### src/rtl/fpu_rptr_pipe.sv
// Registered repeater pipeline for long FPU datapath routes: STAGES register
// slices with valid/ready handshake, bubble collapse, flush and occupancy.

module fpu_rptr_stage #(
    parameter int WIDTH = 64
) (
    input  logic             rclk,
    input  logic             arst,
    input  logic             flush,
    input  logic             ld,
    input  logic             up_vld,
    input  logic [WIDTH-1:0] up_dat,
    output logic             vld,
    output logic [WIDTH-1:0] dat
);

    // Payload only moves when a real entry lands here, so idle slices keep
    // their wires quiet on the long route.
    always_ff @(posedge rclk or posedge arst) begin
        if (arst) begin
            vld <= 1'b0;
            dat <= '0;
        end else begin
            if (flush)
                vld <= 1'b0;
            else if (ld)
                vld <= up_vld;
            if (ld && up_vld && !flush)
                dat <= up_dat;
        end
    end

endmodule

module fpu_rptr_pipe #(
    parameter int WIDTH  = 64,
    parameter int STAGES = 2,
    parameter int OCCW   = 4
) (
    input  logic             rclk,
    input  logic             arst,
    input  logic             flush,
    input  logic             in_vld,
    input  logic [WIDTH-1:0] in_data,
    output logic             in_rdy,
    output logic             out_vld,
    output logic [WIDTH-1:0] out_data,
    input  logic             out_rdy,
    output logic [OCCW-1:0]  occ
);

    logic [STAGES-1:0]            vld;
    logic [STAGES-1:0]            adv;
    logic [STAGES-1:0]            ld;
    logic [STAGES-1:0]            up_vld;
    logic [STAGES-1:0][WIDTH-1:0] dat;

    // Ready chain walks from the head back to stage 0 in one process; a stage
    // can load whenever the stage below can take (ld[i+1]), which is what lets
    // bubbles collapse while out_rdy is low.
    always_comb begin
        logic dn_free;
        dn_free = out_rdy;
        adv     = '0;
        ld      = '0;
        for (int i = STAGES - 1; i >= 0; i--) begin
            adv[i]  = vld[i] & dn_free;
            ld[i]   = ~vld[i] | adv[i];
            dn_free = ld[i];
        end
    end

    assign in_rdy = ld[0] & ~flush;

    generate
        for (genvar i = 0; i < STAGES; i++) begin : g_stage
            if (i == 0) begin : g_head
                assign up_vld[i] = in_vld & in_rdy;
                fpu_rptr_stage #(.WIDTH(WIDTH)) u_stage (
                    .rclk   (rclk),
                    .arst   (arst),
                    .flush  (flush),
                    .ld     (ld[i]),
                    .up_vld (up_vld[i]),
                    .up_dat (in_data),
                    .vld    (vld[i]),
                    .dat    (dat[i])
                );
            end else begin : g_body
                assign up_vld[i] = adv[i-1];
                fpu_rptr_stage #(.WIDTH(WIDTH)) u_stage (
                    .rclk   (rclk),
                    .arst   (arst),
                    .flush  (flush),
                    .ld     (ld[i]),
                    .up_vld (up_vld[i]),
                    .up_dat (dat[i-1]),
                    .vld    (vld[i]),
                    .dat    (dat[i])
                );
            end
        end
    endgenerate

    assign out_vld  = vld[STAGES-1] & ~flush;
    assign out_data = dat[STAGES-1];

    always_comb begin
        occ = '0;
        for (int i = 0; i < STAGES; i++)
            occ = occ + OCCW'(vld[i]);
    end

endmodule

### config.mk
export PLATFORM = sky130hd
export DESIGN_NAME = fpu_rptr_pipe
export DESIGN_NICKNAME = d
export VERILOG_FILES = /design/src/rtl/fpu_rptr_pipe.sv
export SDC_FILE = /design/constraint.sdc
export NUM_CORES = 1
export LEC_CHECK = 0
export CAP_MARGIN = 20
export CORE_ASPECT_RATIO = 0.6
export CORE_MARGIN = 2
export CORE_UTILIZATION = 40
export CTS_CLUSTER_SIZE = 10
export DETAILED_ROUTE_END_ITERATION = 10
export PLACE_DENSITY = 0.67
export SETUP_SLACK_MARGIN = 0.4
export SYNTH_ARGS = -nofsm -noshare
export SYNTH_HDL_FRONTEND = slang
export SYNTH_SLANG_ARGS = --single-unit
### constraint.sdc
create_clock -name rclk -period 6.3 [get_ports rclk]
set_input_delay 1.26 -clock rclk [delete_from_list [all_inputs] [get_ports rclk]]
set_output_delay 1.26 -clock rclk [all_outputs]
set_load 0.05 [all_outputs]
# Word-level counts from Yosys, hierarchy flattened
# Index checks and enable logic that the tools add are counted.
# Widths: inputs -> output; s select.
[op_classes]
n_addsub = 1
mux = 4
n_bitwise = 10
n_reduce_logical = 7
[ops]
columns = ["op", "n"]
rows = [
  ["$and 1x1->1", 5],
  ["$logic_and 1x1->1", 4],
  ["$mux 1", 4],
  ["$reduce_bool 2->1", 2],
  ["$not 1->1", 3],
  ["$add 1x1->2", 1],
  ["$or 1x1->1", 2],
  ["$logic_not 1->1", 1],
]
[word_totals]
ff_bits = 130
input_bits = 69

# Depth between registers and ports, before layout
# Gate-level depths: netlist (run 1).
[logic_depth]
word_depth = 8
depth_mapped = 5
depth_no_buf = 3

# Hierarchy
# Synthesis (run 1) repeated with hierarchy kept, for this count alone.
[unflattened]
cells_unflattened = 291
hier_area_um2 = 5540.3
[modules_own_cells]
columns = ["mod", "instances", "cells_per_inst", "area_each_um2", "seq_area_each_um2"]
rows = [
  ["fpu_rptr_stage", 2, 140, 2728.9, 1626.6],
  ["fpu_rptr_pipe", 1, 11, 82.6, 0.0],
]

# Least setup slack after synthesis (run 1)
# No wires, ideal clock.
[synth_timing]
path_kind = "input port to output port"
startpoint = "input out_rdy"
endpoint = "output in_rdy"
arrival_ns = 2.101
setup_slack_ns = 2.939
cell_stages = 2
n_path_buf = 0
cell_sequence = "and3b_1 nor2_1"
[synth_between]
elab_chain_len = 5
[synth_lines]
columns = ["item", "line_no", "text"]
rows = [
  ["from (decl)", "48", "input logic out_rdy,"],
  ["$and 1x1->1", "67", "adv[i] = vld[i] & dn_free;"],
  ["$or 1x1->1", "68", "ld[i] = ~vld[i] | adv[i];"],
  ["$and 1x1->1", "67", ""],
  ["$or 1x1->1", "68", ""],
  ["$and 1x1->1", "73", "assign in_rdy = ld[0] & ~flush;"],
  ["to (decl)", "45", "output logic in_rdy,"],
]
# No other way between the ends.

# Worst setup path in the final report (run 1)
# Ends and elaborated chain as after synthesis.

==> results.toml, run 1 <==
[run_status]
status = "finished clean"

[power]
irDropWorstVdd_uv = 181
comb_power_share_pct = 33.5
p_sw_mw = 1.09
cellLeakagePower_nw = 3.18
seqPwrFrac_pct = 35.8
p_int_mw = 2.06
switching_share_pct = 34.5
total_power_mw = 3.15
clkPwrFrac_pct = 30.7
power_density_nw_per_um2 = 434

[global_route]
grt_pass1_wl_um = 16600
grt_max_degree = 78
grt-ovfl-total = 0
grt.total_usage_pct = 14.6
antenna_found_initial = 0
grt_pass1_vias = 3193

[timing]
skew_ns = 0.00978
min_period_ns = 4.21
tightest_slew_ns = 0.887
rsz0062_at_grt = "no"
final_max_slew_viol_count = 0
max_freq_mhz = 238
setup_viol = 0
tns_ns = 0
fin_ws_ns = 2.09
hold_viol = 0
fin_crit_sh_pct = 66.8
relSlewSlack_pct = 40.9

[final_layout]
most-common-layout-cells = "136 x clkdlybuf4s50_1, 130 x dfrtp_1, 68 x mux2_2"
antenna_cells = 0
final_nets = 502
syn_to_final_growth_pct = 27.4
drive_above_1_share_pct = 37.3
mostFrequentLayoutCell = "clkdlybuf4s50_1"

[yosys]
ys_types = 17
netlist_area_sq_um = 5700
netlist_instances = 351
synth_top_area_cell = "dfrtp_1"
yosysSeqAreaShare_pct = 57.1
postSynthAreaPerCell_sq_um = 16.2
ys_ff_latch = 130
ys_warn_count = 0
synthTopCellsByArea = "dfrtp_1 57%, mux2_4 16%, mux2_2 13%"
synth_top_area_share_pct = 57.1

[floorplanning]
coreArea_sq_um = 13800
initial_core_util_pct = 41.3
die_x_um = 158
row_count = 33
die_h_um = 96.5
die_area_sq_um = 15300
pin_count = 139

[clocking]
clk_pin_slew_ns = 0.05
clock_sinks = 130
cts_resized = 0
post-cts-setup-buffer-count = 0
cts_max_path_buffers = 2
cts_root_buf = "clkbuf_16"
holdBufCountCts = 0
clock_latency_ns = 0.41
htreeDepth = 4
cts_buffers = 17
cts_tree = "built"

[detailed_routing]
viasPerCell = 4.43
drtIter0Drc = 62
antenna_left = 0
first_pass_iters = 3
drc = 0
wl_um = 10400
vias = 2822
wl_per_cell_um = 16.3

[place]
place_ws_ns = 2.10
gp_congestion = 0.725
port_buffers = 136
place.detailed.hpwl_um = 6780

[setup_path]
worst_ep_arrival_time_ns = 2.95
cp-end-kind = "output port"
r2r_cells = 4
crit_path_start_kind = "input pin"
reg2reg_to = "g_stage[0].g_head.u_stage.dat[60]"
reg2reg_slack_ns = 4.23
required_ns = 5.04
reg2reg_from = "g_stage[0].g_head.u_stage.vld"
critPathKind = "in -> out"
path_max_fanout = 3

[hold_path]
holdPathStages = 1
hold-path-endpoint = "g_stage[1].g_body.u_stage.dat[34]"
min_path_type = "reg -> reg"
min_from = "g_stage[0].g_head.u_stage.dat[34]"

[flow_run]
max_cap_violations = 0
[Yosys cell counts, drive strengths merged]
cell type,instances
mux2,128
ha,1
inv,2
nor3b,1
a21oi,1
conb,1
nor2,3
dfrtp,130
buf,80
and3b,1
nand3b,1
nand2b,1
nor2b,1
[registers in the layout (all words and copies together), names as in the netlist]
signal                      flops
g_stage.g_head.u_stage.dat     64
g_stage.g_body.u_stage.dat     64
g_stage.g_head.u_stage.vld      1
g_stage.g_body.u_stage.vld      1
[how the worst max path moves through the flow]
stage	endpoint	from	cells past startpoint
global placement	in_rdy	out_rdy	4
CTS	in_rdy	out_rdy	4
detailed placement	in_rdy	out_rdy	4
floorplan	g_stage[0].g_head.u_stage.dat[0]	arst	1
finish	in_rdy	out_rdy	4
global route	in_rdy	out_rdy	4
[worst max-delay path, stage by stage]
cell and delay, ns:
clkdlybuf4s50_1 0.48, and3b_1 0.24, nor2_1 0.13, clkdlybuf4s50_1 0.83
[cells by family (layout without fill, tap and decap cells)]
| logic type | count (synthesis) | after routing | synth area share (%) |
|---|---|---|---|
| DFF | 130 | 130 | 57.1 |
| muxes | 128 | 128 | 29.2 |
| buffers and inverters | 82 | 175 | 12.4 |
| and+or+nand+nor | 8 | 8 | 0.922 |
| adders and majority gates | 1 | 1 | 0.219 |
| other | 1 | 2 | 0.0658 |
| AOI/OAI and AO/OA | 1 | 1 | 0.0877 |
[power groups by stage]
| stage | registers [mW] | clock network [mW] | logic, mW |
|---|---|---|---|
| 6_report | 1.13 | 0.968 | 1.05 |
| 5_1_grt | 1.16 | 1.04 | 1.10 |
| 4_1_cts | 1.13 | 0.994 | 1.06 |
| 3_5_place_dp | 1.14 | 0 | 1.06 |
| 3_3_place_gp | 1.13 | 0 | 1.05 |
| 2_1_floorplan | 1.11 | 0 | 0.921 |
[stage by stage]
stage                     hold WS (ns)  cell area [sq um]  cells  utilization [%]
after CTS                        0.501               7240    636             52.5
after global routing             0.513               7260    637             52.7
after global placement           0.484               6650    604             48.2
after detailed placement         0.490               6650    604             48.2
final                            0.498               7260    637             52.7
after floorplan                  0.477               5700    352                -
[metal layers]
metal  up-vias  routed length (um)  GRT usage [%]
li1       1295                   -              -
met1      1419                5080           19.5
met2        96                4280           21.0
met3        12                 938           7.09
met4         0                 102           4.28
met5         -                   0              0
[final cells by class]
cell class                      instances  area (sq um)
Sequential cell                       130          3250
Clock buffer                           20           457
Multi-Input combinational cell        140          1750
Clock inverter                         12           134
Fill cell                            1158          6530
Timing Repair Buffer                  141          1420
Inverter                                2          10.0
Tap cell                              192           240
No activity file was read; power rests on OpenSTA's default activity.
==> run 2: changes to the inputs <==
--- a/config.mk
+++ b/config.mk
@@ -11,7 +11,7 @@
 export CORE_UTILIZATION = 40
 export CTS_CLUSTER_SIZE = 10
 export DETAILED_ROUTE_END_ITERATION = 10
-export PLACE_DENSITY = 0.67
+export PLACE_DENSITY = 0.69
 export SETUP_SLACK_MARGIN = 0.4
 export SYNTH_ARGS = -nofsm -noshare
 export SYNTH_HDL_FRONTEND = slang
==> constraint.sdc (replaced) <==
create_clock -name rclk -period 3.5 [get_ports rclk]
set_input_delay 0.7 -clock rclk [delete_from_list [all_inputs] [get_ports rclk]]
set_output_delay 0.7 -clock rclk [all_outputs]
set_load 0.05 [all_outputs]
==> run 2 against run 1 <==
Against the previous run: non-clock buffer count unchanged; wire length is 0.44% lower; worst hold slack improved by 0.0029 ns; flip-flop and latch count is the same; clock skew fell by 0.0040 ns; first-iteration DRC count is 13% lower; die area is the same; register-to-register slack worse by 2.6 ns; final cell count did not move; setup slack got worse by 1.6 ns; critical endpoint unchanged; highest routed layer unchanged.
==> results.toml, run 2 (synthesized netlist as in run 1, its figures left out) <==
[run_status]
status = "finished clean"

[floorplanning]
die_x_um = 158
coreArea_sq_um = 13800
die_h_um = 96.5
initial_core_util_pct = 41.3
pin_count = 139
row_count = 33
die_area_sq_um = 15300

[power]
power_density_nw_per_um2 = 799
irDropWorstVdd_uv = 364
switching_share_pct = 33.4
cellLeakagePower_nw = 3.19
comb_power_share_pct = 32.4
p_sw_mw = 1.96
clkPwrFrac_pct = 32.8
seqPwrFrac_pct = 34.8
p_int_mw = 3.90
total_power_mw = 5.85

[final_layout]
seq_area_sq_um = 3250
mostFrequentLayoutCell = "clkdlybuf4s50_1"
fin_cells = 637
most-common-layout-cells = "136 x clkdlybuf4s50_1, 130 x dfrtp_1, 68 x mux2_2"
multi_input_area_sq_um = 1750
finish.instance_area_sq_um = 7320
fin_util_pct = 53.1
final_nets = 502
largestRegisters = "g_stage.g_head.u_stage.dat x64, g_stage.g_body.u_stage.dat x64"
fillers = 1144
drive_above_1_share_pct = 37.1
antenna_cells = 0
syn_to_final_growth_pct = 28.4

[detailed_routing]
wl_um = 10400
drc = 0
wl_per_cell_um = 16.3
drtIter0Drc = 54
viasPerCell = 4.48
antenna_left = 0
first_pass_iters = 4
vias = 2854

[place]
gp_congestion = 0.699
dp_cells = 605
port_buffers = 136
place.detailed.hpwl_um = 6640
place_ws_ns = 0.496
place_area_sq_um = 6680

[global_route]
grt_pass1_vias = 3067
grt_max_degree = 131
grt-ovfl-total = 0
grt.total_usage_pct = 14.2
grt_pass1_wl_um = 16100
antenna_found_initial = 0

[clocking]
holdBufCountCts = 0
cts_tree = "built"
clk_pin_slew_ns = 0.06
cts_buffers = 17
htreeDepth = 4
cts_resized = 0
cts_max_path_buffers = 2
clock_sinks = 130
cts_root_buf = "clkbuf_16"
post-cts-setup-buffer-count = 0
clock_latency_ns = 0.40

[timing]
rsz0062_at_grt = "no"
hold_viol = 0
tightest_slew_ns = 0.663
holdWs_ns = 0.500
relSlewSlack_pct = 55.8
setup_viol = 0
fin_crit_sh_pct = 86.0
skew_ns = 0.00576
max_freq_mhz = 332
tns_ns = 0
fin_ws_ns = 0.489
min_period_ns = 3.01
final_max_slew_viol_count = 0

[setup_path]
required_ns = 2.80
critPathKind = "in -> out"
path_max_fanout = 3
crit_path_start_kind = "input pin"
cp-end-kind = "output port"
worst_ep_arrival_time_ns = 2.31

[flow_run]
max_cap_violations = 0

[hold_path]
min_path_type = "reg -> reg"
run 2: changes by cell type in the layout (fill, tap and decap cells not counted), moves of 2 or more:
| cell | delta |
|---|---|
| buf_12 | +2 |
| bufinv_16 | +3 |
| clkbuf_8 | -2 |
| clkinv_4 | -3 |
| clkinvlp_4 | +2 |
run 2: layer usage:
metal  vias to the layer above  wire length [um]  track usage (%)  share of wire [%]
met5                         -                 0                0                  0
met4                         0               104             5.86                1.0
met3                         8               836             6.11                8.1
met2                        93              4250             19.5                 41
met1                      1463              5160             19.5                 50
li1                       1290                 -                -                  -
run 2: final timing paths:
| check | cells after the start | slack, ns | start | end |
|---|---|---|---|---|
| worst max register to register | 4 | 1.59 | g_stage[0].g_head.u_stage.vld | g_stage[0].g_head.u_stage.dat[56] |
| min in group asynchronous | 3 | 0.87 | arst | g_stage[1].g_body.u_stage.dat[20] |
| max in group asynchronous | 3 | 2.16 | arst | g_stage[1].g_body.u_stage.dat[42] |
| worst min-delay path | 1 | 0.50 | g_stage[0].g_head.u_stage.dat[59] | g_stage[0].g_head.u_stage.dat[59] |
| worst min register to register | 1 | 0.50 | g_stage[0].g_head.u_stage.dat[59] | g_stage[0].g_head.u_stage.dat[59] |
| worst max-delay path | 4 | 0.49 | out_rdy | in_rdy |
run 2: power by group through the flow:
stage | registers (mW) | clock network [mW] | logic (mW)
3_3_place_gp | 2.04 | 0 | 1.89
3_5_place_dp | 2.06 | 0 | 1.90
4_1_cts | 2.04 | 1.97 | 1.91
5_1_grt | 2.08 | 2.04 | 1.97
6_report | 2.04 | 1.92 | 1.89
2_1_floorplan | 1.99 | 0 | 1.66
run 2: area by class of cell:
cell class | instances | share of cell area (%)
multi-input cells | 140 | 23.9
inverters | 2 | 0.154
flip-flops and latches | 130 | 44.4
clock inverters | 13 | 2.85
well taps | 192 | 3.28
repair buffers | 141 | 19.4
clock buffers | 19 | 5.91
run 2: critical path: stages:
cell and delay (ns):
clkdlybuf4s50_1 0.46, and3b_1 0.22, nor2_1 0.11, clkdlybuf4s50_1 0.81
